<file path="src/rtl/cms_axis_downsizer.sv">
// cms_axis_downsizer: wide-to-narrow AXI-Stream serialiser
// with a small input FIFO in front of the holding register.
module cms_axis_downsizer #(
  parameter int IN_WIDTH   = 96,
  parameter int OUT_WIDTH  = 32,
  parameter int FIFO_DEPTH = 4
) (
  input  logic                          clk,
  input  logic                          rst,
  input  logic [IN_WIDTH-1:0]           S_AXIS_tdata,
  input  logic                          S_AXIS_tvalid,
  input  logic                          S_AXIS_tlast,
  output logic                          S_AXIS_tready,
  output logic [OUT_WIDTH-1:0]          M_AXIS_tdata,
  output logic                          M_AXIS_tvalid,
  output logic                          M_AXIS_tlast,
  input  logic                          M_AXIS_tready,
  output logic [$clog2(FIFO_DEPTH):0]   fifo_level,
  output logic [31:0]                   words_sent,
  output logic [31:0]                   packets_sent
);

  localparam int RATIO = IN_WIDTH / OUT_WIDTH;
  localparam int IDX_W = (RATIO > 1) ? $clog2(RATIO) : 1;
  localparam int PTR_W = $clog2(FIFO_DEPTH);
  localparam int LVL_W = PTR_W + 1;
  localparam logic [IDX_W-1:0] LAST_IDX = IDX_W'(RATIO - 1);
  localparam logic [LVL_W-1:0] FULL_LVL = LVL_W'(FIFO_DEPTH);

  typedef enum logic {
    IDLE,
    SHIFT
  } state_t;

  logic [IN_WIDTH:0]   mem [FIFO_DEPTH];
  logic [PTR_W-1:0]    wr_ptr;
  logic [PTR_W-1:0]    rd_ptr;
  logic [LVL_W-1:0]    level;
  state_t              state;
  state_t              state_d;
  logic [IDX_W-1:0]    idx;
  logic [IDX_W-1:0]    idx_d;
  logic [RATIO-1:0][OUT_WIDTH-1:0] hold;
  logic                hold_last;
  logic                push;
  logic                pop;
  logic                empty;
  logic                last_slice;
  logic                out_hs;
  logic [31:0]         words_q;
  logic [31:0]         packets_q;

  assign empty         = (level == '0);
  assign S_AXIS_tready = (level != FULL_LVL);
  assign push          = S_AXIS_tvalid && S_AXIS_tready;
  assign last_slice    = (idx == LAST_IDX);
  assign M_AXIS_tvalid = (state == SHIFT);
  assign M_AXIS_tlast  = M_AXIS_tvalid && hold_last && last_slice;
  assign M_AXIS_tdata  = hold[idx];
  assign out_hs        = M_AXIS_tvalid && M_AXIS_tready;
  assign fifo_level    = level;
  assign words_sent    = words_q;
  assign packets_sent  = packets_q;

  // FIFO storage; contents are don't-care until written
  always_ff @(posedge clk) begin
    if (push) begin
      mem[wr_ptr] <= {S_AXIS_tlast, S_AXIS_tdata};
    end
  end

  // FIFO pointers and occupancy
  always_ff @(posedge clk or posedge rst) begin
    if (rst) begin
      wr_ptr <= '0;
      rd_ptr <= '0;
      level  <= '0;
    end else begin
      if (push) wr_ptr <= wr_ptr + PTR_W'(1);
      if (pop)  rd_ptr <= rd_ptr + PTR_W'(1);
      unique case ({push, pop})
        2'b10:   level <= level + LVL_W'(1);
        2'b01:   level <= level - LVL_W'(1);
        default: level <= level;
      endcase
    end
  end

  // Serialiser next state: load on idle, step slices, reload without bubble
  always_comb begin
    state_d = state;
    idx_d   = idx;
    pop     = 1'b0;
    unique case (state)
      IDLE: begin
        if (!empty) begin
          pop     = 1'b1;
          state_d = SHIFT;
          idx_d   = '0;
        end
      end
      SHIFT: begin
        if (out_hs) begin
          if (!last_slice) begin
            idx_d = idx + IDX_W'(1);
          end else if (!empty) begin
            pop   = 1'b1;
            idx_d = '0;
          end else begin
            state_d = IDLE;
          end
        end
      end
      default: state_d = IDLE;
    endcase
  end

  // Serialiser state, slice index and holding register
  always_ff @(posedge clk or posedge rst) begin
    if (rst) begin
      state     <= IDLE;
      idx       <= '0;
      hold      <= '0;
      hold_last <= 1'b0;
    end else begin
      state <= state_d;
      idx   <= idx_d;
      if (pop) begin
        hold      <= mem[rd_ptr][IN_WIDTH-1:0];
        hold_last <= mem[rd_ptr][IN_WIDTH];
      end
    end
  end

  // Output handshake statistics, wrapping at 2^32
  always_ff @(posedge clk or posedge rst) begin
    if (rst) begin
      words_q   <= '0;
      packets_q <= '0;
    end else if (out_hs) begin
      words_q <= words_q + 32'd1;
      if (M_AXIS_tlast) packets_q <= packets_q + 32'd1;
    end
  end

endmodule

</file>
<file path="config.mk">
export PLATFORM = sky130hd
export DESIGN_NAME = cms_axis_downsizer
export DESIGN_NICKNAME = d
export VERILOG_FILES = /design/src/rtl/cms_axis_downsizer.sv
export SDC_FILE = /design/constraint.sdc
export NUM_CORES = 1
export LEC_CHECK = 0
export CORE_ASPECT_RATIO = 1.75
export CORE_UTILIZATION = 45
export DETAILED_ROUTE_END_ITERATION = 7
export GPL_TIMING_DRIVEN = 1
export PLACE_DENSITY = 0.65
export REMOVE_ABC_BUFFERS = 1
export SYNTH_ARGS = -nofsm -noshare
export SYNTH_HDL_FRONTEND = slang
export SYNTH_SLANG_ARGS = --single-unit
</file>
<file path="constraint.sdc">
create_clock -name clk -period 7.89 [get_ports clk]
set_input_delay 1.578 -clock clk [delete_from_list [all_inputs] [get_ports clk]]
set_output_delay 1.578 -clock clk [all_outputs]
set_load 0.01 [all_outputs]
</file>
Word-level counts from Yosys, hierarchy flattened. Memories as Yosys holds them, arrays and structs flattened. A register that Yosys moved wholly into a read port is not among the register bits. Index checks and enable logic that the tools add are counted. Widths: inputs -> output; s select.

Output and inout port bits: 102. Input bits: 101. Memories: 1. RAM bits: 388. Register bits: 74. Word-level logic and storage cells: 45.

Mux-type cells: 16. Reductions and logical operators: 7. Magnitude comparators: 1. Add/subtract/negate cells: 7. Bitwise operators: 1. Eq/ne operators: 5.

Memory list: mem (depth 4, bits a word 97, read ports 1, clocked after memory_dff 1, wr ports 1, RTL line 35) `logic [IN_WIDTH:0] mem [FIFO_DEPTH];`.

Operators by type and width (number): $add 32x1->32 const B (2); $bmux 32 s2 (1); $mux 32 (1); $mux 1 (7); $add 2x1->2 const B (3); $mux 2 (3); $pmux 3 s2 (1); $eq 2x2->1 const B (2); $logic_and 1x1->1 (4); $pmux 1 s2 (2); $pmux 2 s2 (1); $add 3x1->3 const B (1); $logic_not 3->1 (1); $lt 2x3->1 const B (1); $ne 3x3->1 const B (1); $sub 3x1->3 const B (1); $eq 2x1->1 const B (1); $ne 2x1->1 const B (1); $reduce_and 2->1 (1); $reduce_bool 2->1 (1); $not 1->1 (1).

Logic depth before layout (Yosys ltp).
Depth in word-level cells: 7. Mapped depth: 11. Depth with buffers taken out: 10.

Worst setup path after synthesis. Ideal clock, no wire load.

Kind: input -> register. Start point: input S_AXIS_tvalid. End point: memory mem[2][0] in the netlist's numbering, enable pin. Arrival time: 3.876 ns. Setup time: 0.467 ns. Path buffers: 0. Stages: 1. Slack: 3.547 ns. Required time: 7.423 ns. Cells stage by stage: and3_1.

Word-level cells in the longest chain between the ends: 3.

RTL lines: from (decl) (RTL line 11) `input logic S_AXIS_tvalid,`; $logic_and 1x1->1 (RTL line 55) `assign push = S_AXIS_tvalid && S_AXIS_tready;`; $mux 1 (RTL line 67) `if (push) begin`; $mux 1 (not written as such) (RTL line 68) `mem[wr_ptr] <= {S_AXIS_tlast, S_AXIS_tdata};`; to (decl) (RTL line 35).

No other way between the ends.

Worst setup path after layout.
Start point: register idx[1]. End point: output M_AXIS_tdata[17].

Word-level cells in the longest chain between the ends: 2.

RTL lines: from (decl) (RTL line 41) `logic [IDX_W-1:0] idx;`; from (signal assigned) (RTL line 127) `idx <= idx_d;`; $bmux 32 s2 (RTL line 59) `assign M_AXIS_tdata = hold[idx];`; $mux 32 (not written as such) (RTL line 59); to (decl) (RTL line 14) `output logic [OUT_WIDTH-1:0] M_AXIS_tdata,`.

No other way between the ends. The select of a mux whose other input is x is not followed.

==> flow_summary.toml <==
[power_and_ir_drop]
combPwrFrac_pct = 27.1
switching_share_pct = 28.78
pwr-share-seq_pct = 46.9
p_int_mw = 6.590
pwr-share-clk_pct = 26.0
peakVddDrop_mv = 0.1716
p_leak_nw = 9.190
switchingPower_mw = 2.663
power_mw = 9.253
power.density_mw_per_mm2 = 356.9

[floorplanning]
die-area_mm2 = 0.04896
die_w_um = 167.7
rows = 105
die_h_um = 292.0
core_mm2 = 0.04716
initial_core_util_pct = 45.84
ios = 203

[clocking]
numCtsBuffers = 50
htree_levels = 2
clockBufferDepth = 3
ctsResizeCount = 0
cts_root_buf = "clkbuf_16"
cts_sinks = 559
clk_latency_ns = 0.58
holdBufCountCts = 0
cts_setup_buffers = 0
clk_pin_slew_worst_paths_ns = 0.06
cts_tree = "built"

[detailed_routing]
drtAntennaViolNets = 0
postRouteWirelength_um = 44190
drt_iter0_drc = 796
route.vias.total = 10940
wl_per_cell_um = 22.28
vias_per_cell = 5.515
remaining_drc_errors = 0
drt_pass1_iterations = 5

[timing]
finalSetupViolCount = 0
rsz0062_at_grt = "false"
drv_slew = 0
hold_violations = 0
finalCriticalPeriod_ns = 4.924
worst_pin_slew_ns = 1.160
timing.final.crit_share_pct = 62.41
finClkSkew_ns = 0.01634
maxSlewHeadroom_pct = 22.51
fmax_ghz = 0.2031

[synth]
netlist_area_mm2 = 0.02162
synth_common_cells = "edfxtp_1 (388), dfrtp_1 (171), mux2_2 (98), mux4_2 (97), nand2_1 (66)"
async_reset_ff_share_pct = 30.59
ys.flop_type = "edfxtp_1"
yosysTopAreaCellShare_pct = 53.89
syn_inst = 1133
yosys_warnings = 0
synth.most_common_cell = "edfxtp_1"
synth_enable_flop_cells = 388
synth-seq-cells = 559
synth_top_cell_by_area = "edfxtp_1"
syn_avg_cell_area_um2 = 19.08
synth_area_leaders = "edfxtp_1 (54%), dfrtp_1 (20%), mux4_2 (10%)"
synth_cell_type_count = 37
synth.yosys.seq_area_share_pct = 73.68

[setup_path]
rr_startpoint = "idx[1]"
cp-start-kind = "flip-flop"
cp.required_ns = 6.31
path_class = "reg -> out"
crit_arrival_ns = 3.35
worstPathMaxFanout = 39
cp-end-kind = "output pin"
crit_start = "idx[1]"

[global_route]
gr-total-overflow = 0
grt_max_degree = 114
first_global_vias = 11860
antenna_found_initial = 2
gr-usage-all-layers_pct = 18.56
grt_pass1_wl_um = 68630

[finish]
fin_nets = 1461
instances_no_fill = 1983
nFillCells = 3666
area_delta_synth_final_pct = 19.93
drive_gt1_share_pct = 21.38

[outcome]
status = "completed"

[worst_hold_path]
hold_path_startpoint = "packets_sent[31]"
hold_path_class = "reg -> reg"

[place]
dp_cells = 1888
hpwlAfterDp_um = 26190
place.gp.congestion = 0.7939
port_buffers = 202

[run]
cap_violations = 0
## power groups by stage
stage | logic, mW | registers [mW] | clock network (mW)
finish | 2.51 | 4.34 | 2.41
CTS | 2.58 | 4.36 | 2.46
global route | 2.70 | 4.43 | 2.56
detailed placement | 2.57 | 4.42 | 0
global placement | 2.53 | 4.38 | 0
floorplan | 1.65 | 4.39 | 0
## routing by layer
layer / part of all wire, % / GRT usage [%]
met1: 38 / 21.60
met2: 55 / 34.56
met3: 4.3 / 2.968
met4: 2.5 / 5.974
met5: 0.050 / 0
## final cells by class
| cell class | count | area (um^2) | area share [%] |
|---|---|---|---|
| antenna | 1 | 2.502 | 0.009652 |
| clock buffer | 70 | 1398 | 5.390 |
| clock inverter | 24 | 216.5 | 0.8349 |
| inverter | 8 | 37.54 | 0.1448 |
| multi-input combinational | 520 | 5490 | 21.18 |
| sequential | 559 | 15940 | 61.49 |
| tap | 588 | 735.7 | 2.838 |
| timing repair buffer | 213 | 2105 | 8.117 |
## placed cells by master (no fill, tap or decap), types with 2 or more instances in the layout
| cell | Yosys | layout |
|---|---|---|
| clkbuf_8 | 0 | 5 |
| bufinv_16 | 0 | 3 |
| buf_4 | 1 | 11 |
| nor4_2 | 2 | 2 |
| dfrtp_4 | 0 | 3 |
| xnor2_1 | 40 | 40 |
| nor3_2 | 3 | 3 |
| nor3_1 | 9 | 9 |
| clkdlybuf4s50_1 | 0 | 202 |
| and3_1 | 18 | 14 |
| nor2_1 | 14 | 14 |
| mux4_2 | 97 | 97 |
| clkinvlp_4 | 0 | 3 |
| clkbuf_16 | 0 | 51 |
| xor2_1 | 28 | 28 |
| mux2_2 | 98 | 98 |
| nor4_1 | 4 | 4 |
| nand3b_1 | 2 | 2 |
| clkinv_2 | 0 | 8 |
| nand2_1 | 66 | 66 |
| inv_1 | 8 | 7 |
| clkbuf_1 | 17 | 14 |
| edfxtp_1 | 388 | 388 |
| dfrtp_1 | 171 | 167 |
| and2_1 | 5 | 5 |
| o21ai_0 | 35 | 35 |
| ha_1 | 7 | 7 |
| nor2b_1 | 3 | 2 |
| and3_4 | 0 | 4 |
| nand3_1 | 27 | 27 |
| mux2i_1 | 34 | 34 |
| nand4_1 | 16 | 16 |
| and4_1 | 2 | 2 |
| clkinv_1 | 0 | 7 |
## registers in the layout, summed over array words and instances (netlist names)
name and flops:
hold 96, idx 2, wr_ptr 2, hold_last 1
words_sent 32, rd_ptr 2, fifo_level 3, packets_sent 32
mem 388, M_AXIS_tvalid 1
## cells by family after synthesis
| family | Yosys count | share of synthesized area [%] |
|---|---|---|
| flip-flops | 559 | 73.68 |
| adder cells (fa/ha/maj) | 8 | 0.4977 |
| AO/OA/AOI/OAI | 37 | 0.8797 |
| AND/OR/NAND/NOR | 178 | 4.300 |
| buffers and inverters | 54 | 1.100 |
| multiplexers | 229 | 16.78 |
| XOR/XNOR | 68 | 2.755 |
## critical path, stage by stage, from the launching register on
cell and delay [ns]:
dfrtp_4 0.79, nor2b_4 1.02, nand2_1 0.13, o21ai_0 0.19, clkdlybuf4s50_1 0.60
## path summary, 6_finish.rpt
path	slack, ns	depth (start not counted)	to
max reg2reg	4.50	5	hold[22]
min in group asynchronous	1.49	2	words_sent[22]
max in group asynchronous	4.97	3	hold[20]
max	2.97	4	M_AXIS_tdata[17]
min reg2reg	0.48	1	packets_sent[31]
min	0.48	1	packets_sent[31]
## stage by stage
step	hold WS [ns]	cell area (um^2)	setup TNS, ns	util, %	setup slack [ns]
6_report	0.4751	25930	0	54.97	2.966
3_5_place_dp	0.4687	24310	0	51.55	3.352
5_1_grt	0.4915	25920	0	54.97	2.800
2_1_floorplan	0.4802	21410	-0.3597	-	-0.2712
4_1_cts	0.4814	25920	0	54.97	2.807
3_3_place_gp	0.4632	24310	0	51.55	3.377
No activity file was read; power rests on OpenSTA's default activity.
